$ cat config.mk
export PLATFORM = sky130hd
export DESIGN_NAME = rst_seq_gen
export DESIGN_NICKNAME = d
export VERILOG_FILES = /design/src/rtl/rst_seq_pkg.sv /design/src/rtl/rst_seq_gen.sv
export SDC_FILE = /design/constraint.sdc
export NUM_CORES = 1
export LEC_CHECK = 0
export ABC_CLOCK_PERIOD_IN_PS = 2000
export BUFFER_PORTS_ARGS = -buffer_cell sky130_fd_sc_hd__buf_4
export CORE_MARGIN = 2
export CORE_UTILIZATION = 39
export CTS_BUF_LIST = sky130_fd_sc_hd__clkbuf_16
export DETAILED_ROUTE_END_ITERATION = 6
export SETUP_SLACK_MARGIN = 0.3
export SLEW_MARGIN = 20
export SYNTH_ARGS = -nofsm -noshare
export SYNTH_HDL_FRONTEND = slang
export SYNTH_SLANG_ARGS = --single-unit
$ cat constraint.sdc
create_clock -name i_clk -period 2 [get_ports i_clk]
set_input_delay 0.1 -clock i_clk [delete_from_list [all_inputs] [get_ports i_clk]]
set_output_delay 0.1 -clock i_clk [all_outputs]
set_load 0.02 [all_outputs]
$ cat src/rtl/rst_seq_pkg.sv
// Shared types and helpers for the FIFO reset sequencer.
package rst_seq_pkg;

  typedef enum logic [1:0] {
    ST_ASSERT = 2'd0,
    ST_GAP    = 2'd1,
    ST_RUN    = 2'd2,
    ST_DRAIN  = 2'd3
  } rst_state_e;

  localparam int MIN_ASSERT_CYC = 2;
  localparam int MIN_GAP_CYC    = 1;
  localparam int MIN_DRAIN_TO   = 1;

  // One counter covers every timed state, so it is sized by the longest one.
  function automatic int cnt_width(input int assert_cyc, input int gap_cyc, input int drain_to);
    int m;
    m = assert_cyc;
    if (gap_cyc > m) m = gap_cyc;
    if (drain_to > m) m = drain_to;
    return $clog2(m) + 1;
  endfunction

endpackage

$ cat src/rtl/rst_seq_gen.sv
// Issues ordered, stretched active-low resets to the FIFO read and write sides:
// drain writers, hold both resets, release read side, then write side after a gap.
module rst_seq_gen
  import rst_seq_pkg::*;
#(
  parameter int ASSERT_CYC = 16,
  parameter int GAP_CYC    = 4,
  parameter int DRAIN_TO   = 64
) (
  input  logic i_clk,
  input  logic i_rst_n,
  input  logic i_sw_rst_req,
  input  logic i_quiesce,
  output logic o_drain_req,
  output logic o_rd_rst_n,
  output logic o_wr_rst_n,
  output logic o_rst_busy,
  output logic o_rst_done,
  output logic o_drain_to
);

  localparam int CW = cnt_width(ASSERT_CYC, GAP_CYC, DRAIN_TO);
  localparam logic [CW-1:0] ASSERT_LAST = CW'(ASSERT_CYC - 1);
  localparam logic [CW-1:0] GAP_LAST    = CW'(GAP_CYC - 1);
  localparam logic [CW-1:0] DRAIN_LAST  = CW'(DRAIN_TO - 1);

  generate
    if (ASSERT_CYC < MIN_ASSERT_CYC) begin : g_bad_assert
      $error("rst_seq_gen: ASSERT_CYC below minimum");
    end
    if (GAP_CYC < MIN_GAP_CYC) begin : g_bad_gap
      $error("rst_seq_gen: GAP_CYC below minimum");
    end
    if (DRAIN_TO < MIN_DRAIN_TO) begin : g_bad_drain
      $error("rst_seq_gen: DRAIN_TO below minimum");
    end
  endgenerate

  // Current sequencer state, kept as a named signal so checkers can bind to it.
  rst_state_e    state;
  logic [CW-1:0] cnt;

  // Drain handshake: o_drain_req is a level held from the cycle after the
  // request until reset asserts; i_quiesce is a level sampled each edge while
  // o_drain_req is high, and a high sample ends the drain on that same edge.
  always_ff @(posedge i_clk or negedge i_rst_n) begin
    if (!i_rst_n) begin
      state       <= ST_ASSERT;
      cnt         <= '0;
      o_rd_rst_n  <= 1'b0;
      o_wr_rst_n  <= 1'b0;
      o_rst_busy  <= 1'b1;
      o_drain_req <= 1'b0;
      o_rst_done  <= 1'b0;
      o_drain_to  <= 1'b0;
    end else begin
      o_rst_done <= 1'b0;
      o_drain_to <= 1'b0;
      case (state)
        ST_ASSERT: begin
          o_rd_rst_n <= 1'b0;
          o_wr_rst_n <= 1'b0;
          o_rst_busy <= 1'b1;
          if (cnt == ASSERT_LAST) begin
            o_rd_rst_n <= 1'b1;
            cnt        <= '0;
            state      <= ST_GAP;
          end else begin
            cnt <= cnt + 1'b1;
          end
        end
        ST_GAP: begin
          if (cnt == GAP_LAST) begin
            o_wr_rst_n <= 1'b1;
            o_rst_done <= 1'b1;
            o_rst_busy <= 1'b0;
            cnt        <= '0;
            state      <= ST_RUN;
          end else begin
            cnt <= cnt + 1'b1;
          end
        end
        ST_RUN: begin
          if (i_sw_rst_req) begin
            o_drain_req <= 1'b1;
            o_rst_busy  <= 1'b1;
            cnt         <= '0;
            state       <= ST_DRAIN;
          end
        end
        ST_DRAIN: begin
          // Quiesce wins over a timeout landing on the same edge.
          if (i_quiesce || (cnt == DRAIN_LAST)) begin
            o_rd_rst_n  <= 1'b0;
            o_wr_rst_n  <= 1'b0;
            o_drain_req <= 1'b0;
            o_drain_to  <= ~i_quiesce;
            cnt         <= '0;
            state       <= ST_ASSERT;
          end else begin
            cnt <= cnt + 1'b1;
          end
        end
        default: begin
          o_rd_rst_n  <= 1'b0;
          o_wr_rst_n  <= 1'b0;
          o_rst_busy  <= 1'b1;
          o_drain_req <= 1'b0;
          cnt         <= '0;
          state       <= ST_ASSERT;
        end
      endcase
    end
  end

endmodule

[After elaboration in Yosys (flattened, before gate mapping)]
Index checks and enable logic that the tools add are counted.
Operators by class
  $mul: 0
  reduce and logical (&&, ||, !) cells: 11
  bitwise logic cells: 1
  order comparisons: 0
  $add $sub $neg: 1
  div/mod/pow operators: 0
  equal/unequal tests: 10
  shift-type cells: 0
  mux-type cells: 23
Operator list (count)
  $mux W7: 4
  $pmux W7 S4: 1
  $mux W1: 9
  $reduce_and A3 Y1: 3
  $mux W2: 4
  $ne A2 B2 Y1 const B: 4
  $pmux W2 S4: 1
  $add A7 B1 Y7 const B: 1
  $eq A7 B2 Y1 const B: 1
  $eq A7 B4 Y1 const B: 1
  $eq A7 B6 Y1 const B: 1
  $pmux W1 S3: 2
  $reduce_bool A3 Y1: 2
  $eq A2 B2 Y1 const B: 2
  $pmux W1 S2: 2
  $reduce_and A4 Y1: 1
  $reduce_bool A2 Y1: 2
  $eq A2 B1 Y1 const B: 1
  $logic_not A2 Y1: 1
  $reduce_and A2 Y1: 1
  $logic_or A1 B1 Y1: 1
  $not A1 Y1: 1
Word-level totals
  input port bits: 4
  word-level logic and storage cells: 54
  output and inout bits: 6
  RAM bits: 0
  register bits after elaboration: 15
  ROM bits: 0
  memories: 0
  latch bits: 0

[Depth between registers and ports, before layout]
  depth after elaboration: 4
  gate-level depth with buffers: 8
  mapped depth without buffers: 7

[Least setup slack after synthesis]
OpenSTA, ideal clock, no wires.
  kind: register to register
  from: register state[0]
  to: register cnt[4]
  arrival time: 1.806 ns
  required time: 1.913 ns
  clock period less this slack: 1.893 ns
  buffers on the path: 1
  slack: 0.107 ns
  cell stages (with the launch flop): 9
  library setup time: 0.087 ns
  cell sequence: dfrtp_1 -> inv_1 -> ha_1 -> nor2b_1 -> buf_2 -> a2111oi_4 -> a211oi_2 -> or3_1 -> o211ai_1
On the way
  cells in the longest elaborated chain, start to end: 2
  elaborated cells on any way between the ends: 6
  classes of those cells: eq/ne (4); mux (1); reduce/logical (1)
RTL lines
  start, declared: line rst_seq_gen.sv:40  | rst_state_e state;
  start signal, assigned: line rst_seq_gen.sv:48  | state <= ST_ASSERT;
  start signal, assigned: line rst_seq_gen.sv:67  | state <= ST_GAP;
  start signal, assigned: line rst_seq_gen.sv:78  | state <= ST_RUN;
  $eq A2 B2 Y1 (tied with other cells): line rst_seq_gen.sv:59  | case (state)
  $pmux W7 S4 / $ne A2 B2 Y1 (equally long branches)
  end signal, assigned: line rst_seq_gen.sv:69  | cnt <= cnt + 1'b1;
  end signal, assigned: line rst_seq_gen.sv:80  | cnt <= cnt + 1'b1;
  end signal, assigned: line rst_seq_gen.sv:101  | cnt <= cnt + 1'b1;
  end, declared: line rst_seq_gen.sv:41  | logic [CW-1:0] cnt;
Several ways; a longest one is shown, not always the timed one.
A chain may end at the register's enable or synchronous reset.

[Final worst setup path]
  from: register state[1]
  to: register cnt[4]
Same word-level chain as after synthesis.

==> results.toml <==
[power]
power_density_nw_per_um2 = 1530
vdd_drop_max_mv = 1.05
p_leak_nw = 0.653
p_total_mw = 2.33

[timing]
fmax_ghz = 0.514
hold-worst-slack_ns = 0.0679
setup_viol = 0
fin_crit_sh = 0.972
relSlewSlack = 0.751
slew_viol_final = 0
rsz0062_at_grt = "true"
fin_crit_ns = 1.94
tightest_slew_ns = 0.374
final-hold-violation-count = 0
clock_skew_ns = 0.00197

[place]
io_buffers = 9
gp_congestion = 0.864
hpwl_microns = 1520

[grt]
grt_max_degree = 16
groute.usage.overall = 0.192
antenna_found_initial = 0
grt_pass1_wl_microns = 3940
grt_pass1_vias = 840
grt-ovfl-total = 0

[critical_path]
cp_slowest_cell = "dfrtp_2"
critPathLaunchType = "flip-flop"
reg2reg_depth = 8
endpoint_kind = "flip-flop"
worstPathCellList = "ha_4 -> nor2b_4 -> buf_6 -> buf_6 -> a211oi_4 -> a211oi_4 -> or3_1 -> o211ai_1"
required_ns = 2.16
cp_num_cells = 8
crit_arrival_ns = 2.11
worstSetupPathType = "flip-flop to flip-flop"
path_buf_inv = 2
slowest_delay_ns = 0.46
path_delay_family = "simple AND/OR/NAND/NOR gates"
critical_path_peak_fanout = 4

[cts]
cts.sinks = 15
cts_root_buf = "clkbuf_16"
numCtsBuffers = 3
clk_latency_ns = 0.25
cts_tree = "built"
cts.reportedPaths.clkPinSlew_ns = 0.05
ctsLongestPathBuffers = 2
cts.htree.levels = 1

[synthesis]
synth_nets = 107
synth_edf_count = 0
async_flop_share = 1.00
syn_area_per_cell_sq_um = 10.3
synth_area_sq_um = 982
synth.area.top_cells = "dfrtp_1 36%, ha_1 10%, nand2_1 3.4%"
synth_area_leader_cell = "dfrtp_1"
synthDominantCellAreaShare = 0.357
ys_ff_latch = 15
ys_warn_count = 0
synth_cell_types = 42
yosysSeqAreaShare = 0.383
synthCells = 95
ys.flop_type = "dfrtp_1"

[status]
status = "complete, no violations"

[detailed_routing]
drt_iter0_drc = 15
drc = 0
vias = 894
wl_per_cell_microns = 17.6
via_per_inst = 5.59
ant_nets = 0
routed_wl_microns = 2820
dr.pass1.iters = 4

[floorplanning]
core_area_sq_um = 2430
start_util = 0.404
fp.dieW_microns = 54.2
io_pins = 10
fp.dieH_microns = 54.2
rows = 18
dieArea_sq_um = 2940

[cells_and_area]
multiInputGateArea_sq_um = 713
regArea_sq_um = 382
syn2layout_area_growth_pct = 55.5
layout.nets = 143
fillers = 175
drive_above_1_share = 0.538
diodes = 0

[job]
cap_violations = 0

[hold_path]
holdPathStages = 2
hp-class = "input port to flip-flop"
==> worst paths after layout <==
path | startpoint | end | slack (ns)
setup / recovery | state[1]$_DFFE_PN0P_ | cnt[4]$_DFFE_PN0N_ | 0.06
min in group asynchronous | i_rst_n | o_rst_done$_DFF_PN0_ | 0.25
max in group asynchronous | i_rst_n | o_rst_busy$_DFFE_PN1P_ | 1.51
setup reg to reg | state[1]$_DFFE_PN0P_ | cnt[4]$_DFFE_PN0N_ | 0.06
hold reg to reg | o_rst_busy$_DFFE_PN1P_ | o_rst_busy$_DFFE_PN1P_ | 0.48
hold / removal | i_quiesce | o_rd_rst_n$_DFFE_PN0P_ | 0.07
==> sequential cells by signal, summed over array words and instances (netlist names) <==
signal,count
state,2
o_drain_req,1
o_rst_done,1
cnt,7
o_wr_rst_n,1
o_rd_rst_n,1
o_rst_busy,1
o_drain_to,1
==> where the power goes <==
part	internal, mW	total (mW)	switching, mW
Clock	0.265	0.394	0.129
Combinational	0.768	1.46	0.690
Sequential	0.385	0.479	0.0937
==> metal layers <==
metal | part of all wire | vias to the layer above | track usage
met3 | 0.045 | 17 | 0.0389
li1 | - | 415 | -
met5 | 0 | - | 0
met1 | 0.40 | 421 | 0.224
met2 | 0.51 | 41 | 0.321
met4 | 0.043 | 0 | 0.117
==> cells in the mapped netlist, drive strengths merged (2+ instances only) <==
cell and n:
a211oi 2, buf 3, dfrtp 14, ha 8, inv 5, mux2i 3, nand2 10, nand3 6
nor2 8, nor3 3, o21ai 4, o31ai 3, o32ai 2, or2b 2
==> cells in the final DEF (no fill, tap or decap), types with 2 or more instances in the layout <==
| cell | synthesis | routed |
|---|---|---|
| dfrtp_2 | 0 | 4 |
| o31ai_1 | 3 | 3 |
| a211oi_4 | 0 | 2 |
| clkbuf_16 | 0 | 3 |
| nor3_1 | 2 | 2 |
| buf_4 | 0 | 26 |
| buf_6 | 1 | 6 |
| inv_1 | 5 | 4 |
| nand3_1 | 5 | 5 |
| mux2i_1 | 3 | 3 |
| ha_4 | 0 | 5 |
| dfrtp_1 | 14 | 10 |
| ha_1 | 8 | 3 |
| inv_4 | 0 | 2 |
| nand2_1 | 9 | 9 |
| nor2_1 | 8 | 7 |
| o21ai_0 | 4 | 3 |
==> repair_timing <==
action	in CTS	in global routing
pin swaps	4	11
resized for setup	6	28
setup buffers	11	10
setup endpoints to repair	8	11
hold buffers	1	0
hold endpoints to repair	15	0
==> logic make-up after synthesis <==
group           synth area share
mux                       0.0459
simple gates               0.229
xor+xnor                 0.00892
compound gates             0.190
fa+ha+maj                  0.102
buf+inv                   0.0408
flops                      0.383
==> per-stage QoR <==
step	instances	setup TNS (ns)	worst slack, ns	area [sq um]	util
final	160	0	0.0554	1530	0.628
after global routing	160	-0.0119	-0.0119	1530	0.628
after CTS	150	0	0.157	1320	0.542
after detailed placement	134	0	0.104	1110	0.456
after global placement	134	0	0.174	1110	0.456
after floorplan	95	0	0.295	1010	-
==> cell type report <==
cell class                 count  share of cell area
clock buffer                   3              0.0491
clock inverter                 1             0.00246
inverter                       5              0.0156
multi-input combinational     72               0.467
sequential                    15               0.250
tap                           30              0.0246
timing repair buffer          34               0.192
(Power assumes the default switching activity.)
